**src/rtl/bram_port_arbiter_pkg.sv**
```systemverilog
// bram_port_arbiter_pkg: shared state type, defaults and requester indices for the BRAM port arbiter
package bram_port_arbiter_pkg;
  typedef enum logic [1:0] {IDLE, BURST, TURN} state_t;
  localparam int NREQ_DEF = 3;
  localparam int MAX_BURST_DEF = 16;
  localparam int IDLE_TIMEOUT_DEF = 16;
  localparam int REQ_LOAD = 0;
  localparam int REQ_STORE = 1;
  localparam int REQ_HOST = 2;
  function automatic int idx_w(input int n);
    return n > 1 ? $clog2(n) : 1;
  endfunction
endpackage

```
**src/rtl/bram_rr_select.sv**
```systemverilog
// bram_rr_select: combinational round-robin pick of the first active request at or after ptr
module bram_rr_select
  import bram_port_arbiter_pkg::*;
#(
  parameter int NREQ = NREQ_DEF,
  parameter int IW = idx_w(NREQ)
) (
  input  logic [NREQ-1:0] req,
  input  logic [IW-1:0]   ptr,
  output logic [NREQ-1:0] onehot,
  output logic [IW-1:0]   idx
);
  always_comb begin
    onehot = '0;
    idx = '0;
    for (int k = NREQ - 1; k >= 0; k--) begin
      if (req[(int'(ptr) + k) % NREQ]) begin
        onehot = '0;
        onehot[(int'(ptr) + k) % NREQ] = 1'b1;
        idx = IW'((int'(ptr) + k) % NREQ);
      end
    end
  end
endmodule

```
**src/rtl/bram_port_arbiter.sv**
```systemverilog
// bram_port_arbiter: round-robin burst arbiter sharing one BRAM port among NREQ requesters
module bram_port_arbiter
  import bram_port_arbiter_pkg::*;
#(
  parameter int NREQ = NREQ_DEF,
  parameter int MAX_BURST = MAX_BURST_DEF,
  parameter int IDLE_TIMEOUT = IDLE_TIMEOUT_DEF
) (
  input  logic                 CLK,
  input  logic                 RSTN,
  input  logic [NREQ-1:0]      REQ,
  input  logic [NREQ-1:0][31:0] REQ_ADDR,
  input  logic [NREQ-1:0][31:0] REQ_DIN,
  input  logic [NREQ-1:0][3:0] REQ_WE,
  input  logic [NREQ-1:0]      REQ_LAST,
  output logic [NREQ-1:0]      GNT,
  output logic [NREQ-1:0]      RVALID,
  output logic [31:0]          RDATA,
  output logic [31:0]          addrb,
  output logic [31:0]          dinb,
  input  logic [31:0]          doutb,
  output logic                 enb,
  output logic [3:0]           web,
  output logic                 ERR_TIMEOUT
);
  localparam int IW = idx_w(NREQ);
  localparam int BW = idx_w(MAX_BURST);
  localparam int TW = idx_w(IDLE_TIMEOUT);
  state_t state;
  logic [IW-1:0] ptr, owner, pick_idx;
  logic [NREQ-1:0] pick_oh;
  logic [BW-1:0] beat_cnt;
  logic [TW-1:0] idle_cnt;
  logic [31:0] addr_q, din_q;
  logic beat, release_beat, timeout;
  bram_rr_select #(.NREQ(NREQ), .IW(IW)) u_sel (
    .req(REQ), .ptr(ptr), .onehot(pick_oh), .idx(pick_idx)
  );
  assign beat = |(GNT & REQ);
  assign enb = beat;
  assign addrb = beat ? REQ_ADDR[owner] : addr_q;
  assign dinb = beat ? REQ_DIN[owner] : din_q;
  assign web = beat ? REQ_WE[owner] : 4'h0;
  assign RDATA = |RVALID ? doutb : 32'h0;
  assign release_beat = beat && (REQ_LAST[owner] || beat_cnt == BW'(MAX_BURST - 1));
  assign timeout = state == BURST && !REQ[owner] && idle_cnt == TW'(IDLE_TIMEOUT - 1);
  always_ff @(posedge CLK or negedge RSTN) begin
    if (!RSTN) begin
      state <= IDLE;
      ptr <= '0;
      owner <= '0;
      beat_cnt <= '0;
      idle_cnt <= '0;
      GNT <= '0;
      RVALID <= '0;
      ERR_TIMEOUT <= 1'b0;
      addr_q <= '0;
      din_q <= '0;
    end else begin
      addr_q <= addrb;
      din_q <= dinb;
      RVALID <= (beat && web == 4'h0) ? GNT : '0;
      case (state)
        IDLE: if (|REQ) begin
          state <= BURST;
          owner <= pick_idx;
          GNT <= pick_oh;
          beat_cnt <= '0;
          idle_cnt <= '0;
        end
        BURST: begin
          beat_cnt <= beat ? beat_cnt + 1'b1 : beat_cnt;
          idle_cnt <= beat ? '0 : idle_cnt + 1'b1;
          if (release_beat || timeout) begin
            state <= TURN;
            GNT <= '0;
            ptr <= owner == IW'(NREQ - 1) ? '0 : owner + 1'b1;
            ERR_TIMEOUT <= ERR_TIMEOUT | timeout;
          end
        end
        default: state <= IDLE;
      endcase
    end
  end
endmodule

```
**config.mk**
```make
export PLATFORM = sky130hd
export DESIGN_NAME = bram_port_arbiter
export DESIGN_NICKNAME = d
export VERILOG_FILES = /design/src/rtl/bram_port_arbiter_pkg.sv /design/src/rtl/bram_rr_select.sv /design/src/rtl/bram_port_arbiter.sv
export SDC_FILE = /design/constraint.sdc
export NUM_CORES = 1
export LEC_CHECK = 0
export CAP_MARGIN = 10
export CORE_AREA = 5 5 135 137
export DETAILED_ROUTE_END_ITERATION = 12
export DIE_AREA = 0 0 140 142
export PLACE_DENSITY = 0.73
export SYNTH_ARGS = -nofsm -noshare
export SYNTH_HDL_FRONTEND = slang
export SYNTH_SLANG_ARGS = --single-unit
```
**constraint.sdc**
```tcl
create_clock -name CLK -period 4.2 [get_ports CLK]
set_input_delay 1.26 -clock CLK [delete_from_list [all_inputs] [get_ports CLK]]
set_output_delay 1.26 -clock CLK [all_outputs]
set_load 0.01 [all_outputs]
```
==> impl_metrics.env <==
export IMPL_status="completed"
export IMPL_antennaDiodeCount=0
export IMPL_yosysWarnings=0
export IMPL_viasPerCell=4.75
export IMPL_cp_end_kind="output pin"
export IMPL_htreeDepth=3
export IMPL_path_clk_slew_ps=60
export IMPL_num_rows=48
export IMPL_worstSetupPathType="in2out"
export IMPL_io_pin_count=352
export IMPL_peakVddDrop_mv=0.317
export IMPL_drv_cap=0
export IMPL_grt_first_pass_wirelength_um=29800
export IMPL_insertion_delay_ps=340
export IMPL_cts_sink_count=85
export IMPL_wl_per_cell_um=16.7
export IMPL_area_delta_synth_final_pct=84.5
export IMPL_drc_errors=0
export IMPL_arrival_ps=2750
export IMPL_die_area_sq_um=19900
export IMPL_max_freq_mhz=249
export IMPL_syn_num_nets=862
export IMPL_firstDrtPassIters=4
export IMPL_core_sq_um=16900
export IMPL_postCtsHoldBufs=0
export IMPL_leakagePower_nw=3.86
export IMPL_post_route_period_util=0.955
export IMPL_syn_area_sq_um=5110
export IMPL_grt_max_degree=66
export IMPL_final_layout_size_suffix_gt1_frac=0.160
export IMPL_clockBufferDepth=2
export IMPL_ys_types=43
export IMPL_fin_util=0.557
export IMPL_synth_seq_cells=85
export IMPL_hold_violations=0
export IMPL_rsz0062_at_grt="false"
export IMPL_start_util=0.302
export IMPL_slew_viol_final=0
export IMPL_nets=1214
export IMPL_finClkSkew_ps=8.84
export IMPL_die_h_um=142
export IMPL_cpPeakStageDelay_ps=330
export IMPL_grt_pass1_vias=5704
export IMPL_place_congestion=0.803
export IMPL_setup_viol=0
export IMPL_fillers=1612
export IMPL_cts_root_buf="clkbuf_16"
export IMPL_gr_total_overflow=0
export IMPL_die_w_um=140
export IMPL_fin_setup_tns_ps=0
export IMPL_worstSetupStartpointType="input pin"
export IMPL_critPathRequiredTime_ps=2940
export IMPL_tritoncts="done"
export IMPL_tightestPinTransition_ps=909
export IMPL_cts_buffers=9
export IMPL_dp_hpwl_um=15100
export IMPL_p_per_area_nw_per_um2=609
export IMPL_crit_top_cell="buf_4"
export IMPL_cp_cell_sequence="dlymetal6s2s_1 -> a222oi_1 -> buf_4 -> clkinv_8 -> buf_4 -> a21oi_1 -> clkdlybuf4s15_1"
export IMPL_wl_um=19900
export IMPL_hp_class="reg2reg"
export IMPL_dr_total_vias=5680
export IMPL_synth_seq_area_share=0.416
export IMPL_cpMaxStageDelayCell="a222oi_1"
export IMPL_slew_headroom=0.386
export IMPL_min_period_ps=4010
export IMPL_synthCells=613
export IMPL_final_antenna_net_count=0
export IMPL_grt_usage=0.187
export IMPL_grt_antenna_before_repair=0
export IMPL_avgSynthCellArea_sq_um=8.34
export IMPL_cp_max_fo=7
export IMPL_io_buffers=351
export IMPL_drtIter0Drc=326
## synthesized netlist by cell type
master | n | area [sq um]
nor2_1 | 141 | 529
a21oi_1 | 134 | 671
dfrtp_1 | 85 | 2130
mux2i_1 | 72 | 721
nor2b_1 | 36 | 225
clkbuf_1 | 30 | 113
nand2_1 | 14 | 52.6
buf_2 | 11 | 55.1
inv_1 | 8 | 30.0
nor3_1 | 7 | 35.0
o21ai_1 | 6 | 30.0
ha_1 | 5 | 62.6
nand3_1 | 5 | 25.0
o21ai_0 | 5 | 25.0
a21o_1 | 4 | 30.0
buf_4 | 4 | 30.0
nand4_1 | 4 | 25.0
and2_1 | 3 | 18.8
buf_1 | 3 | 11.3
nand2b_1 | 3 | 18.8
o22ai_1 | 3 | 18.8
a211oi_1 | 2 | 15.0
a22o_1 | 2 | 17.5
a2bb2oi_1 | 2 | 17.5
a32oi_1 | 2 | 17.5
mux2_1 | 2 | 22.5
o21bai_1 | 2 | 15.0
o31ai_1 | 2 | 15.0
xor2_1 | 2 | 17.5
a211o_1 | 1 | 8.76
a21o_2 | 1 | 8.76
a222oi_1 | 1 | 10.0
a22oi_1 | 1 | 7.51
a31oi_1 | 1 | 6.26
a32o_1 | 1 | 10.0
and4b_1 | 1 | 10.0
mux2_2 | 1 | 11.3
nor4bb_1 | 1 | 10.0
o2111ai_1 | 1 | 8.76
o21a_1 | 1 | 7.51
o41ai_1 | 1 | 8.76
or2_1 | 1 | 6.26
or3_1 | 1 | 6.26
## registers in the layout, summed over array words and instances, names as in the netlist
signal,flops
ptr,2
idle_cnt,4
ERR_TIMEOUT,1
owner,2
state,2
addr_q,32
GNT,3
RVALID,3
din_q,32
beat_cnt,4
## layer usage
| layer | share of wire | track usage | vias to the layer above |
|---|---|---|---|
| met2 | 0.50 | 0.327 | 226 |
| li1 | - | - | 2821 |
| met5 | 0 | 0 | - |
| met4 | 0.022 | 0.0643 | 0 |
| met3 | 0.082 | 0.0585 | 26 |
| met1 | 0.39 | 0.220 | 2607 |
## path summary, 6_finish.rpt
path                       slack [ps]          end         from  cells past startpoint
max in group asynchronous        2320     owner[0]         RSTN                      2
min in group asynchronous        1010     din_q[6]         RSTN                      1
min                               480  ERR_TIMEOUT  ERR_TIMEOUT                      1
max reg2reg                      1950       ptr[0]     owner[0]                      6
min reg2reg                       480  ERR_TIMEOUT  ERR_TIMEOUT                      1
max                               190    addrb[27]       REQ[0]                      7
## power breakdown
| group | switching, mW | internal (mW) |
|---|---|---|
| logic | 1.92 | 1.64 |
| registers | 0.224 | 1.19 |
| clock network | 0.354 | 0.408 |
## cell families (layout without fill, tap and decap cells)
group	Yosys count	after routing	share of synthesized area
buffers and inverters	56	413	0.0468
flip-flops	85	85	0.416
adder cells (fa/ha/maj)	5	5	0.0122
AO/OA/AOI/OAI	173	173	0.186
AND/OR/NAND/NOR	217	217	0.188
multiplexers	75	75	0.148
XOR/XNOR	2	2	0.00343
## worst max-delay path, delay by kind of cell
family	cells	cell delay, ps
AOI/OAI and AO/OA	2	480
buffers and inverters	5	990
## final cells by class
| type | count | area (sq um) | share of cell area |
|---|---|---|---|
| repair buffers | 387 | 3750 | 0.398 |
| flip-flops and latches | 85 | 2130 | 0.226 |
| inverters | 8 | 42.5 | 0.00451 |
| well taps | 225 | 282 | 0.0299 |
| repair inverters | 2 | 25.0 | 0.00265 |
| clock inverters | 7 | 55.1 | 0.00584 |
| clock buffers | 9 | 225 | 0.0239 |
| multi-input cells | 472 | 2920 | 0.310 |
## repair_timing
action                                  CTS  global route
pin swaps                                 0             2
cloned                                    0             4
gates resized for setup                 160            82
endpoints found under the setup margin   65            63
setup buffers                             0             1
## cells in the final DEF, fill, tap and decap left out, types with 22 or more instances in the layout
cell type / n
clkdlybuf4s50_1: 278
nor2_1: 134
a21oi_1: 99
dfrtp_1: 83
mux2i_1: 72
nor2b_1: 35
a21oi_2: 34
buf_4: 29
clkdlybuf4s15_2: 23
clkbuf_2: 22
## metrics by stage
step / power, mW / cells / hold slack, ps / setup WS [ps] / area, sq um
2_1_floorplan: 3.17 / 613 / 462 / 404 / 5110
3_3_place_gp: 4.99 / 1174 / 448 / -393 / 9000
3_5_place_dp: 5.02 / 1174 / 459 / -392 / 9000
4_1_cts: 5.66 / 1190 / 475 / -2.70 / 9330
5_1_grt: 6.19 / 1195 / 491 / 73.6 / 9430
6_report: 5.74 / 1195 / 476 / 190 / 9430
No activity file was read; power rests on OpenSTA's default activity.
